==> src/rtl/sa_tile_scheduler.sv <==
// Tile sequencer for the systolic-array loader: optional weight preload, then four
// feature loads (c11..c22) with drain gaps. Optional watchdog: SA_SCHED_TIMEOUT_EN.
module sa_tile_scheduler #(
   parameter logic [5:0] FEAT_BASE      = 6'd16,
   parameter logic [5:0] ROW_STRIDE     = 6'd4,
   parameter int         DRAIN_CYCLES   = 3,
   parameter int         TIMEOUT_CYCLES = 255
) (
   input  logic       clk,
   input  logic       rst,
   input  logic       start,
   input  logic       weight_reload,
   input  logic       wl_done_i,
   input  logic       fl_done_i,
   output logic       wp_en_o,
   output logic       fl_en_o,
   output logic       mode_o,
   output logic [5:0] feature_baseaddr_o,
   output logic [2:0] c_sel_o,
   output logic       busy_o,
   output logic       done_o,
   output logic       err_o
);

   // state   | meaning
   // IDLE    | waiting for start
   // WLOAD   | weight preloader running
   // FLOAD   | feature loader running for tile_idx
   // DRAIN   | letting the c_sel delay line settle
   // DONE    | one-cycle completion pulse

   typedef enum logic [2:0] {
      S_IDLE  = 3'd0,
      S_WLOAD = 3'd1,
      S_FLOAD = 3'd2,
      S_DRAIN = 3'd3,
      S_DONE  = 3'd4
   } state_t;

   localparam int DW = (DRAIN_CYCLES > 1) ? $clog2(DRAIN_CYCLES) : 1;

   state_t        state, state_nxt;
   logic [1:0]    tile_idx, tile_nxt;
   logic          weights_valid, wv_nxt;
   logic [DW-1:0] drain_cnt, drain_nxt;
   logic [5:0]    base_calc;

`ifdef SA_SCHED_TIMEOUT_EN
   localparam int WD_W = ($clog2(TIMEOUT_CYCLES + 1) > 8) ? $clog2(TIMEOUT_CYCLES + 1) : 8;
   logic [WD_W-1:0] wd_cnt;
   logic            wd_expired;
   logic            timeout;

   assign wd_expired = (wd_cnt == WD_W'(TIMEOUT_CYCLES - 1));
`endif

   assign base_calc = FEAT_BASE + (tile_nxt[1] ? ROW_STRIDE : 6'd0) + {5'd0, tile_nxt[0]};

   always_comb begin
      state_nxt = state;
      tile_nxt  = tile_idx;
      wv_nxt    = weights_valid;
      drain_nxt = drain_cnt;
`ifdef SA_SCHED_TIMEOUT_EN
      timeout   = 1'b0;
`endif
      case (state)
         S_IDLE: begin
            if (start) begin
               tile_nxt  = 2'd0;
               state_nxt = (weight_reload || !weights_valid) ? S_WLOAD : S_FLOAD;
            end
         end
         S_WLOAD: begin
            if (wl_done_i) begin
               wv_nxt    = 1'b1;
               state_nxt = S_FLOAD;
            end
`ifdef SA_SCHED_TIMEOUT_EN
            else if (wd_expired) begin
               timeout   = 1'b1;
               state_nxt = S_IDLE;
            end
`endif
         end
         S_FLOAD: begin
            if (fl_done_i) begin
               drain_nxt = DW'(DRAIN_CYCLES - 1);
               state_nxt = S_DRAIN;
            end
`ifdef SA_SCHED_TIMEOUT_EN
            else if (wd_expired) begin
               timeout   = 1'b1;
               state_nxt = S_IDLE;
            end
`endif
         end
         S_DRAIN: begin
            if (drain_cnt == '0) begin
               if (tile_idx == 2'd3) begin
                  state_nxt = S_DONE;
               end else begin
                  tile_nxt  = tile_idx + 2'd1;
                  state_nxt = S_FLOAD;
               end
            end else begin
               drain_nxt = drain_cnt - 1'b1;
            end
         end
         S_DONE:  state_nxt = S_IDLE;
         default: state_nxt = S_IDLE;
      endcase
   end

   // Outputs are decoded from the next state so they line up with the state register.
   always_ff @(posedge clk or posedge rst) begin
      if (rst) begin
         state              <= S_IDLE;
         tile_idx           <= 2'd0;
         weights_valid      <= 1'b0;
         drain_cnt          <= '0;
         wp_en_o            <= 1'b0;
         fl_en_o            <= 1'b0;
         mode_o             <= 1'b0;
         feature_baseaddr_o <= 6'd0;
         c_sel_o            <= 3'd0;
         busy_o             <= 1'b0;
         done_o             <= 1'b0;
      end else begin
         state         <= state_nxt;
         tile_idx      <= tile_nxt;
         weights_valid <= wv_nxt;
         drain_cnt     <= drain_nxt;
         wp_en_o       <= (state_nxt == S_WLOAD);
         fl_en_o       <= (state_nxt == S_FLOAD);
         busy_o        <= (state_nxt != S_IDLE);
         done_o        <= (state_nxt == S_DONE);
         if (state_nxt == S_WLOAD) begin
            mode_o <= 1'b0;
         end else if (state_nxt == S_FLOAD) begin
            mode_o             <= 1'b1;
            c_sel_o            <= {1'b0, tile_nxt};
            feature_baseaddr_o <= base_calc;
         end
      end
   end

`ifdef SA_SCHED_TIMEOUT_EN
   always_ff @(posedge clk or posedge rst) begin
      if (rst) begin
         wd_cnt <= '0;
         err_o  <= 1'b0;
      end else begin
         err_o <= timeout;
         if (state_nxt != state || !(state == S_WLOAD || state == S_FLOAD))
            wd_cnt <= '0;
         else
            wd_cnt <= wd_cnt + 1'b1;
      end
   end
`else
   assign err_o = 1'b0;
`endif

endmodule

==> config.mk <==
export PLATFORM = sky130hd
export DESIGN_NAME = sa_tile_scheduler
export DESIGN_NICKNAME = d
export VERILOG_FILES = /design/src/rtl/sa_tile_scheduler.sv
export SDC_FILE = /design/constraint.sdc
export NUM_CORES = 1
export LEC_CHECK = 0
export BUFFER_PORTS_ARGS = -buffer_cell sky130_fd_sc_hd__buf_2
export CORE_ASPECT_RATIO = 1.2
export CORE_MARGIN = 4
export CORE_UTILIZATION = 50
export DETAILED_ROUTE_END_ITERATION = 16
export MAX_ROUTING_LAYER = met4
export PLACE_DENSITY = 0.83
export REMOVE_ABC_BUFFERS = 1
export SETUP_SLACK_MARGIN = 0.4
export SLEW_MARGIN = 20
export SYNTH_ARGS = -nofsm -noshare
export SYNTH_HDL_FRONTEND = slang
export SYNTH_SLANG_ARGS = --single-unit
==> constraint.sdc <==
create_clock -name clk -period 2.5 [get_ports clk]
set_clock_uncertainty 0.15 [all_clocks]
set_input_delay 0.625 -clock clk [delete_from_list [all_inputs] [get_ports clk]]
set_output_delay 0.625 -clock clk [all_outputs]
set_load 0.05 [all_outputs]
# Yosys cells after proc, flatten, opt, wreduce, memory -nomap -nowiden
# Cells that the tools add are included.
# totals
register_bits	21
in_bits	6
out_inout_bits	15
romBits	0
n_memories	0
latchBits	0
ramBits	0
# op_classes
n_bitwise	1
mul	0
div	0
eq_ne	9
shift	0
addsub	4
order_cmp	0
mux	17
n_reduce_logical	10
# op_table
operator	count
3-bit 2-to-1 mux	6
2-bit 2-to-1 mux	6
3-bit case mux with 4 select lines	1
3-bit by 2-bit equality test with 1-bit output, second input constant	3
2-bit case mux with 2 select lines	2
5-bit by 3-bit adder with 6-bit output, first input constant	1
6-bit by 1-bit adder with 6-bit output	1
3-bit by 1-bit equality test with 1-bit output, second input constant	2
2-bit != test, second input constant	2
2-bit AND reduction	2
2-bit nonzero test	2
3-bit equality test, second input constant	1
3-bit logical NOT	1
3-bit AND reduction	1
3-bit nonzero test	1
2-bit by 1-bit adder with 2-bit output, second input constant	1
2-bit equality test, second input constant	1
2-bit logical NOT	1
1-bit 2-to-1 mux	2
2-bit by 1-bit subtractor with 2-bit output, second input constant	1
1-bit logical NOT	1
1-bit logical OR	1
1-bit inverter	1

# Longest topological paths before layout
# Gate-level depths: netlist of run 1.
# depth
ltp_word	8
mapped_depth	7

# Worst setup path before layout of run 1
# No wires, ideal clock.
# synth_path
path_type	register -> register
from	register drain_cnt[0]
to	register c_sel_o[0]
path_buffers	0
setup_slack_ns	0.526
period_less_slack_ns	1.974
setup_time_ns	0.125
t_required_ns	2.225
stages_incl_launch_ff	8
arrival_time_ns	1.699
path_cell_list	dfrtp_1 > inv_1 > ha_1 > nand2_1 > o22ai_1 > a211o_2 > nor3_4 > mux2_4
# synth_between
elab_chain_cells	6
# synth_lines
element	line	source
start: declaration	45	logic [DW-1:0] drain_cnt, drain_nxt;
start signal: assignment	133	drain_cnt <= drain_nxt;
2-bit logical NOT (*)	99	if (drain_cnt == '0) begin
3-bit 2-to-1 mux	99	
3-bit case mux with 4 select lines	67	case (state)
3-bit by 1-bit equality test with 1-bit output	138	if (state_nxt == S_WLOAD) begin
1-bit inverter (no line)	n/a	
2-bit AND reduction (no line)	n/a	
end signal: assignment	142	c_sel_o <= {1'b0, tile_nxt};
end: declaration	19	output logic [2:0] c_sel_o,
# Mark *: on every way between the ends. The rest lies on a longest branch, timed or not.
# A chain may end at the register's enable or synchronous reset.

# Worst setup path in the final report of run 1
# Ends and elaborated chain as after synthesis.

==> results of run 1 <==
[flip-flops by register name, summed over array words and instances, names as in the netlist]
name,cells
busy_o,1
c_sel_o,1
done_o,1
drain_cnt,2
feature_baseaddr_o,2
fl_en_o,1
mode_o,1
state,3
tile_idx,2
weights_valid,1
wp_en_o,1
[area by class of cell]
type	instances	area, sq um
timing repair buffer	16	82.58
tap	17	21.27
sequential	16	400.4
fill	127	568.0
clock buffer	3	22.52
inverter	7	26.28
multi-input combinational	41	361.6
[placed cells by master, fill, tap and decap left out, drive strengths merged, types with 2 or more instances in the layout]
cell type / n
mux2: 2
nor2: 5
nand2: 3
inv: 7
dfrtp: 16
buf: 16
nor3b: 2
nor3: 2
clkbuf: 3
nand2b: 2
conb: 5
o21ai: 3
[how the worst min path moves through the flow]
stage                                     start               endpoint  slack [ps]  cells past startpoint
after floorplan                   weights_valid          weights_valid         310                      1
after global placement    feature_baseaddr_o[4]  feature_baseaddr_o[4]         300                      1
after detailed placement  feature_baseaddr_o[4]  feature_baseaddr_o[4]         310                      1
after CTS                                   rst  feature_baseaddr_o[2]         250                      2
after global routing                        rst  feature_baseaddr_o[4]         270                      2
final                                       rst             c_sel_o[0]         230                      2
[power by group through the flow]
stage                     clock (W)  sequential (W)  combinational (W)
after global placement            0        0.000435           0.000649
after detailed placement          0        0.000439           0.000669
after CTS                  0.000132        0.000434           0.000697
after global routing       0.000144        0.000452           0.000761
final                      0.000127        0.000437           0.000703
after floorplan                   0        0.000587           0.000388
[kinds of logic after synthesis]
| kind of cell | count (synthesis) |
|---|---|
| and+or+nand+nor | 21 |
| DFF | 16 |
| buffers and inverters | 15 |
| AOI/OAI and AO/OA | 12 |
| muxes | 2 |
| adders and majority gates | 1 |
| other | 1 |
[what timing repair did]
item                                    4_1_cts  5_1_grt
gates resized for setup                       0        4
endpoints found under the hold margin         0        0
setup buffers                                 1        0
pin swaps                                     1        2
endpoints found under the setup margin        2        4
hold buffers                                  0        0
[stage by stage]
step | util, % | instances | power [W]
floorplan | - | 64 | 0.0009752
global placement | 58.65 | 96 | 0.001085
detailed placement | 58.65 | 96 | 0.001108
CTS | 60.68 | 100 | 0.001262
global route | 61.69 | 100 | 0.001357
finish | 61.69 | 100 | 0.001267
[metal layers]
| layer | share of wire (%) | global-route usage, % | up-vias |
|---|---|---|---|
| li1 | - | - | 252 |
| met1 | 41 | 17.66 | 248 |
| met2 | 50 | 21.77 | 15 |
| met3 | 5.3 | 3.093 | 7 |
| met4 | 4.0 | 11.71 | 0 |
| met5 | 0 | - | - |
[critical path, cell delays in order (launching register included)]
cell     delay [ps]
dfrtp_1         360
inv_2            60
ha_4            180
nand2_2          80
o22ai_1          70
a211o_2         340
nor3_4          280
mux2_4          330
==> results.json, run 1 <==
{
  "leakage_nw": 0.4321,
  "antenna_cells": 0,
  "ys.flop_type": "dfrtp_1",
  "cp-start-kind": "flop",
  "gp_congestion": 0.8090,
  "grt_max_degree": 17,
  "r2r_end": "c_sel_o[0]",
  "die-height_um": 52.25,
  "synthTopCellsByArea": "dfrtp_1 49%, buf_4 6.4%, mux2_4 3.7%, a2111oi_4 3.4%, inv_1 3.2%",
  "arrival_ps": 1970,
  "final_layout_size_suffix_gt1_share_pct": 45.78,
  "ir_drop_v": 0.0006507,
  "hold_path.class": "in -> async",
  "setup_viol": 0,
  "max-clock-path-buffers": 2,
  "netlist_area_sq_um": 815.8,
  "reg2reg_depth": 7,
  "finalMaxSlewViolations": 0,
  "synth_top_cell_by_area": "dfrtp_1",
  "finalSetupTns_ps": 0,
  "critPathKind": "reg -> reg",
  "fmax_mhz": 512.2,
  "whs_ps": 231.1,
  "vias_per_cell": 5.220,
  "rsz0062_at_grt": "false",
  "die_x_um": 44.88,
  "grt_pass1_vias": 558,
  "core-area_sq_um": 1483,
  "power.share.sequential_pct": 34.5,
  "area_growth_pct": 12.12,
  "power_switching_w": 0.0005912,
  "synth_cell_types": 34,
  "ys_async_sr_fraction_pct": 100.0,
  "postPlaceCellArea_sq_um": 869.6,
  "tightest_slew_ps": 557.5,
  "clkTransAtPathRegs_ps": 80,
  "intPower_w": 0.0006757,
  "ant_nets": 0,
  "endpoint_kind": "flop",
  "initial_core_util_pct": 55.02,
  "combPwrFrac_pct": 55.5,
  "final_cell_area_sq_um": 914.6,
  "grt_antenna_before_repair": 0,
  "hold_viol_final": 0,
  "clock_latency_ps": 280,
  "wire_per_inst_um": 13.40,
  "critPathMaxFanout": 4,
  "p_sw_share_pct": 46.66,
  "synth_compound_area_share_pct": 13.80,
  "htreeDepth": 1,
  "timing.slew.headroom_pct": 62.79,
  "synth_top_family_by_area": "simple AND/OR/NAND/NOR gates",
  "status": "finished, final reports clean",
  "cts_made_buffers": 3,
  "nets": 92,
  "finalWirelength_um": 1340,
  "route.detailed.drc": 0,
  "ios": 21,
  "netlist_instances": 68,
  "power.density_nw_per_um2": 1385,
  "maxCapViolCount": 0,
  "post-route-period-util_pct": 78.09,
  "grt-ovfl-total": 0,
  "rrSetupSlack_ps": 550,
  "r2r-start": "drain_cnt[0]",
  "netlist_top_cells_count": "16 x dfrtp_1, 7 x buf_4, 7 x inv_1",
  "cts_tree": "built",
  "cp-endpoint": "c_sel_o[0]",
  "synth_area_per_cell_sq_um": 12.00,
  "power_frac_clock_pct": 10.0,
  "ys_warn_count": 0,
  "synthMuxAreaShare_pct": 3.681,
  "vias": 522,
  "clock-root-buffer": "clkbuf_4",
  "clock-sinks": 16,
  "timing.final.crit_period_ps": 1952,
  "grt_usage_pct": 14.92,
  "synth_edf_count": 0,
  "rows": 15,
  "io_buffers": 15,
  "yosysTopAreaCellShare_pct": 49.08,
  "cp.required_ps": 2520,
  "synth_xor_area_share_pct": 0,
  "post-synth-top-count-cell": "dfrtp_1",
  "yosys.area_share.simple_pct": 21.17,
  "grt_pass1_wl_um": 2401,
  "synthAdderAreaFrac_pct": 1.534,
  "hpwl_um": 1098,
  "place_ws_ps": 329.3,
  "ys_ff_latch": 16,
  "dr.pass1.iters": 4,
  "dieArea_sq_um": 2345,
  "worst_slack_ps": 547.8,
  "ys_seq_area_share_pct": 49.08,
  "startpoint": "drain_cnt[0]",
  "drt_iter0_drc": 2
}
Note: power is estimated with default switching activity, not from simulation.
==> run 2: changes to the inputs <==
Settings changed: ABC_AREA set to 1.
Clock period 2.5 ns to 2 ns, I/O delays scaled along.
==> run 2 against run 1 <==
Effect of this change: sequential power rose by 9.6%; combinational power up 9.1%; worst setup slack worse by 140 ps; critical path depth shrank 6; flip-flop and latch count did not move; final cell count up 24%; sequential share of layout area increased by 0.67 points; synthesized cell count increased by 34%; synthesized area fell by 2.6%; critical endpoint is now c_sel_o[0].
==> results.json, run 2 <==
{
  "grt_max_degree": 17,
  "r2r-start": "drain_cnt[1]",
  "wire_per_inst_um": 11.79,
  "die-height_um": 51.67,
  "core-area_sq_um": 1464,
  "maxCapViolCount": 0,
  "ios": 21,
  "synthAdderAreaFrac_pct": 1.575,
  "final_layout_size_suffix_gt1_share_pct": 28.04,
  "synth_edf_count": 0,
  "clock-sinks": 16,
  "htreeDepth": 1,
  "leakage_nw": 0.5027,
  "cts_tree": "built",
  "cp.buffers_inverters": 1,
  "p_sw_share_pct": 49.86,
  "setup_viol": 0,
  "io_buffers": 15,
  "endpoint_kind": "primary output",
  "vias_per_cell": 4.782,
  "ys_warn_count": 0,
  "hold_path.class": "in -> async",
  "netlist_top_cells_count": "17 x inv_1, 16 x dfrtp_1, 16 x nand2_1",
  "cp-start-kind": "flop",
  "power_frac_clock_pct": 11.6,
  "post-route-period-util_pct": 79.43,
  "cpMaxStageDelayCell": "dfrtp_1",
  "register_area_sq_um": 400.4,
  "max-clock-path-buffers": 2,
  "power.density_nw_per_um2": 1564,
  "power_switching_w": 0.0007025,
  "grt_pass1_vias": 565,
  "yosys.area_share.simple_pct": 28.03,
  "mostFrequentLayoutCells": "17 x inv_1, 16 x nand2_1, 16 x dfrtp_1",
  "gp_congestion": 0.8015,
  "layout_commonest_cell": "inv_1",
  "synth_top_family_by_area": "simple AND/OR/NAND/NOR gates",
  "synth_compound_area_share_pct": 4.409,
  "critPathKind": "reg -> out",
  "yosysTopAreaCellShare_pct": 50.39,
  "reg2reg_depth": 7,
  "post-synth-top-count-cell": "inv_1",
  "rows": 15,
  "intPower_w": 0.0007065,
  "finalWirelength_um": 1462,
  "netlist_instances": 91,
  "power.share.sequential_pct": 34.0,
  "grt_antenna_before_repair": 0,
  "cts_made_buffers": 3,
  "rrSetupSlack_ps": 510,
  "netlist_area_sq_um": 794.5,
  "area_growth_pct": 13.39,
  "synth_cell_types": 21,
  "ys_async_sr_fraction_pct": 100.0,
  "nets": 116,
  "antenna_cells": 0,
  "r2r_end": "c_sel_o[0]",
  "ys_ff_latch": 16,
  "synth_xor_area_share_pct": 0,
  "synth_top_cell_by_area": "dfrtp_1",
  "rsz0062_at_grt": "true",
  "largest-register": "state",
  "synthMuxAreaShare_pct": 0,
  "clock-root-buffer": "clkbuf_4",
  "route.detailed.drc": 0,
  "fill_cells": 125,
  "tightest_slew_ps": 587.4,
  "arrival_ps": 940,
  "ys.flop_type": "dfrtp_1",
  "grt-ovfl-total": 0,
  "finalSetupTns_ps": 0,
  "ir_drop_v": 0.0006866,
  "timing.final.crit_period_ps": 1589,
  "crit_chain": "buf_2",
  "drt_iter0_drc": 7,
  "grt_pass1_wl_um": 2332,
  "die_x_um": 44.39,
  "timing.slew.headroom_pct": 60.80,
  "multi_input_area_sq_um": 301.5,
  "status": "finished, final reports clean",
  "holdBufCountCts": 0,
  "initial_core_util_pct": 54.27,
  "cp_top_family": "flip-flops",
  "largest_register_ffs": 3,
  "critPathMaxFanout": 3,
  "dieArea_sq_um": 2293,
  "clkTransAtPathRegs_ps": 80,
  "hold_viol_final": 0,
  "vias": 593,
  "synthTopCellsByArea": "dfrtp_1 50%, inv_1 8.0%, nand2_1 7.6%, buf_4 6.6%, nand3_1 5.7%",
  "clock_latency_ps": 290,
  "hpwl_um": 1100,
  "critPathMaxStageDelay_ps": 380,
  "fmax_mhz": 629.5,
  "dr.pass1.iters": 4,
  "synth_area_per_cell_sq_um": 8.731,
  "finalMaxSlewViolations": 0,
  "cp.required_ps": 1350,
  "combPwrFrac_pct": 54.4,
  "power_w": 0.001409,
  "grt_usage_pct": 15.20,
  "ys_seq_area_share_pct": 50.39,
  "ant_nets": 0
}
## run 2: area by class of cell
type	count	area share, %
clock buffer	3	2.500
inverter	18	7.500
multi-input combinational	54	33.47
sequential	16	44.44
tap	17	2.361
timing repair buffer	16	9.722
## run 2: repair_timing
item | 4_1_cts | 5_1_grt
setup buffers | 0 | 1
endpoints found under the setup margin | 0 | 6
resized for setup | 0 | 6
endpoints found under the hold margin | 0 | 0
## run 2: power by group through the flow
stage / logic [W] / clock network [W] / registers (W)
floorplan: 0.000427 / 0 / 0.000647
global placement: 0.000715 / 0 / 0.000479
detailed placement: 0.000735 / 0 / 0.000484
CTS: 0.000746 / 0.000171 / 0.000477
global route: 0.000852 / 0.000192 / 0.000485
finish: 0.000767 / 0.000163 / 0.000479
## run 2: kinds of logic after synthesis
family          after synthesis
simple gates                 43
buf+inv                      25
flops                        16
compound gates                5
fa+ha+maj                     1
other cells                   1
## run 2: how the worst max path moves through the flow
stage / endpoint / slack [ps] / startpoint / cells past startpoint
2_1_floorplan: c_sel_o[0] / 450 / c_sel_o[0] / 0
3_3_place_gp: feature_baseaddr_o[2] / 500 / weight_reload / 9
3_5_place_dp: c_sel_o[0] / 480 / weight_reload / 9
4_1_cts: c_sel_o[0] / 400 / c_sel_o[0] / 1
5_1_grt: c_sel_o[0] / 370 / c_sel_o[0] / 1
6_report: c_sel_o[0] / 410 / c_sel_o[0] / 1
## run 2: routing by layer
metal | routed length (um) | GRT usage (%)
met1 | 572 | 15.16
met2 | 744 | 24.51
met3 | 97 | 4.152
met4 | 48 | 12.06
met5 | 0 | -
## run 2: per-stage QoR
stage / area [sq um] / hold slack [ps] / setup slack [ps] / util, % / std cells
floorplan: 757.0 / 263.7 / 452.3 / - / 88
global placement: 853.3 / 295.1 / 502.6 / 58.29 / 120
detailed placement: 853.3 / 298.3 / 484.3 / 58.29 / 120
CTS: 875.8 / 133.5 / 401.9 / 59.83 / 123
global route: 900.9 / 145.9 / 371.1 / 61.54 / 124
finish: 900.9 / 118.0 / 411.5 / 61.54 / 124
==> run 3: changes to the inputs <==
Settings changed: CORE_UTILIZATION 50 to 45, PLACE_DENSITY 0.83 to 0.8.
Clock period 2 ns to 1.3 ns, I/O delays scaled along.
==> run 3 against run 2 <==
Effect of this change: the run now ends with hold timing, setup timing left; design area increased by 28%; sequential power increased by 62%; flip-flop and latch count unchanged; worst setup slack got worse by 540 ps; critical path depth unchanged; total power increased by 97%; register-to-register slack got worse by 630 ps; routed wire length increased by 28%; first-iteration DRC count decreased by 29%; via count increased by 16%; global-route usage increased by 2.6 points; utilization increased by 7.8 points; critical path type unchanged.
==> results.json, run 3 (synthesized netlist as in run 2, its figures left out) <==
{
  "status": "complete, but fails checks",
  "violations": "hold timing, setup timing",
  "postPlaceCellArea_sq_um": 929.6,
  "leakage_nw": 0.6226,
  "dr.pass1.iters": 2,
  "cp.buffers_inverters": 1,
  "final_cell_area_sq_um": 1152,
  "grt_pass1_vias": 713,
  "core-area_sq_um": 1662,
  "max-clock-path-buffers": 2,
  "ant_nets": 0,
  "power.share.sequential_pct": 28.0,
  "final_util_pct": 69.35,
  "met1_usage_pct": 19.38,
  "grt-ovfl-total": 0,
  "route.detailed.drc": 0,
  "vias": 685,
  "mostFrequentLayoutCells": "15 x dfrtp_1, 12 x inv_1, 12 x buf_6",
  "power.density_nw_per_um2": 2405,
  "multi_input_area_sq_um": 369.1,
  "cp_top_family": "flip-flops",
  "vias_per_cell": 4.893,
  "io_buffers": 15,
  "clock-root-buffer": "clkbuf_4",
  "finalWirelength_um": 1875,
  "hold_viol_final": 16,
  "area_growth_pct": 45.04,
  "register_area_sq_um": 401.6,
  "finalMaxSlewViolations": 0,
  "clkTransAtPathRegs_ps": 100,
  "power_switching_w": 0.001293,
  "combPwrFrac_pct": 59.8,
  "critPathKind": "reg -> out",
  "htreeDepth": 1,
  "cts_made_buffers": 3,
  "met2_usage_pct": 30.05,
  "maxCapViolCount": 0,
  "cp.required_ps": 820,
  "rsz0062_at_grt": "true",
  "nets": 130,
  "rows": 16,
  "whs_ps": -136.1,
  "power_w": 0.002771,
  "critPathMaxStageDelay_ps": 390,
  "arrival_ps": 960,
  "wire_per_inst_um": 13.39,
  "timing.final.crit_period_ps": 1432,
  "fill_cells": 124,
  "grt_busiest_layer": "met2",
  "crit_chain": "buf_2",
  "gp_congestion": 0.8351,
  "grt_usage_pct": 17.81,
  "post-route-period-util_pct": 110.2,
  "initial_core_util_pct": 47.82,
  "final_layout_size_suffix_gt1_share_pct": 51.64,
  "cpMaxStageDelayCell": "dfrtp_1",
  "grt_antenna_before_repair": 0,
  "fmax_mhz": 698.1,
  "antenna_cells": 0,
  "largest-register": "state",
  "ios": 21,
  "dieArea_sq_um": 2505,
  "endpoint_kind": "primary output",
  "hold_path.class": "in -> async",
  "clock-sinks": 16,
  "grt_max_degree": 17,
  "drt_iter0_drc": 5,
  "worst_slack_ps": -132.5,
  "power_frac_clock_pct": 12.2,
  "setup_viol": 18,
  "p_sw_share_pct": 46.67,
  "intPower_w": 0.001478,
  "critPathMaxFanout": 3,
  "grt_use_met3_pct": 4.013,
  "grt_pass1_wl_um": 2960,
  "largest_register_ffs": 3,
  "ir_drop_v": 0.001217,
  "hpwl_um": 1190,
  "die_x_um": 46.36,
  "cp-start-kind": "flop",
  "cts_tree": "built",
  "layout_commonest_cell": "dfrtp_1",
  "clock_latency_ps": 300,
  "die-height_um": 54.03
}
==> run 3: power by group through the flow <==
stage,combinational (W),sequential [W],clock [W]
final,0.00166,0.000776,0.000338
after global routing,0.00177,0.000790,0.000363
after CTS,0.00150,0.000754,0.000334
after detailed placement,0.00128,0.000734,0
after global placement,0.00125,0.000727,0
after floorplan,0.000657,0.000995,0
==> run 3: worst paths after layout <==
path | endpoint | start | cells after the start | slack, ps
min in group clk | weights_valid | wl_done_i | 3 | 150
worst min register to register | weights_valid | weights_valid | 2 | 360
worst min-delay path | fl_en_o | rst | 3 | -140
max in group asynchronous | state[0] | rst | 3 | 940
worst max-delay path | feature_baseaddr_o[0] | c_sel_o[0] | 1 | -130
worst max register to register | feature_baseaddr_o[2] | state[2] | 9 | -120
==> run 3: final cells by class <==
cell class | instances | share of cell area [%]
sequential | 16 | 34.85
clock buffer | 4 | 3.149
timing repair buffer | 30 | 21.93
multi-input combinational | 54 | 32.03
tap | 18 | 1.954
inverter | 18 | 6.080
==> run 3: per-layer routing <==
layer	vias to the layer above	share of wire [%]
li1	331	-
met1	332	39
met2	18	54
met3	4	5.2
met4	0	1.7
met5	-	0
==> run 3: through the flow <==
| stage | instances | setup TNS [ps] | setup WS (ps) |
|---|---|---|---|
| finish | 140 | -1323 | -132.5 |
| floorplan | 88 | -531.0 | -109.1 |
| detailed placement | 131 | -997.6 | -197.6 |
| global route | 140 | -2299 | -194.4 |
| global placement | 131 | -714.3 | -131.5 |
| CTS | 138 | -1148 | -117.4 |
==> run 3: timing repair <==
item,CTS,global route
endpoints found under the setup margin,26,26
pin swaps,12,10
resized for setup,34,16
hold endpoints to repair,16,16
buffers inserted,3,2
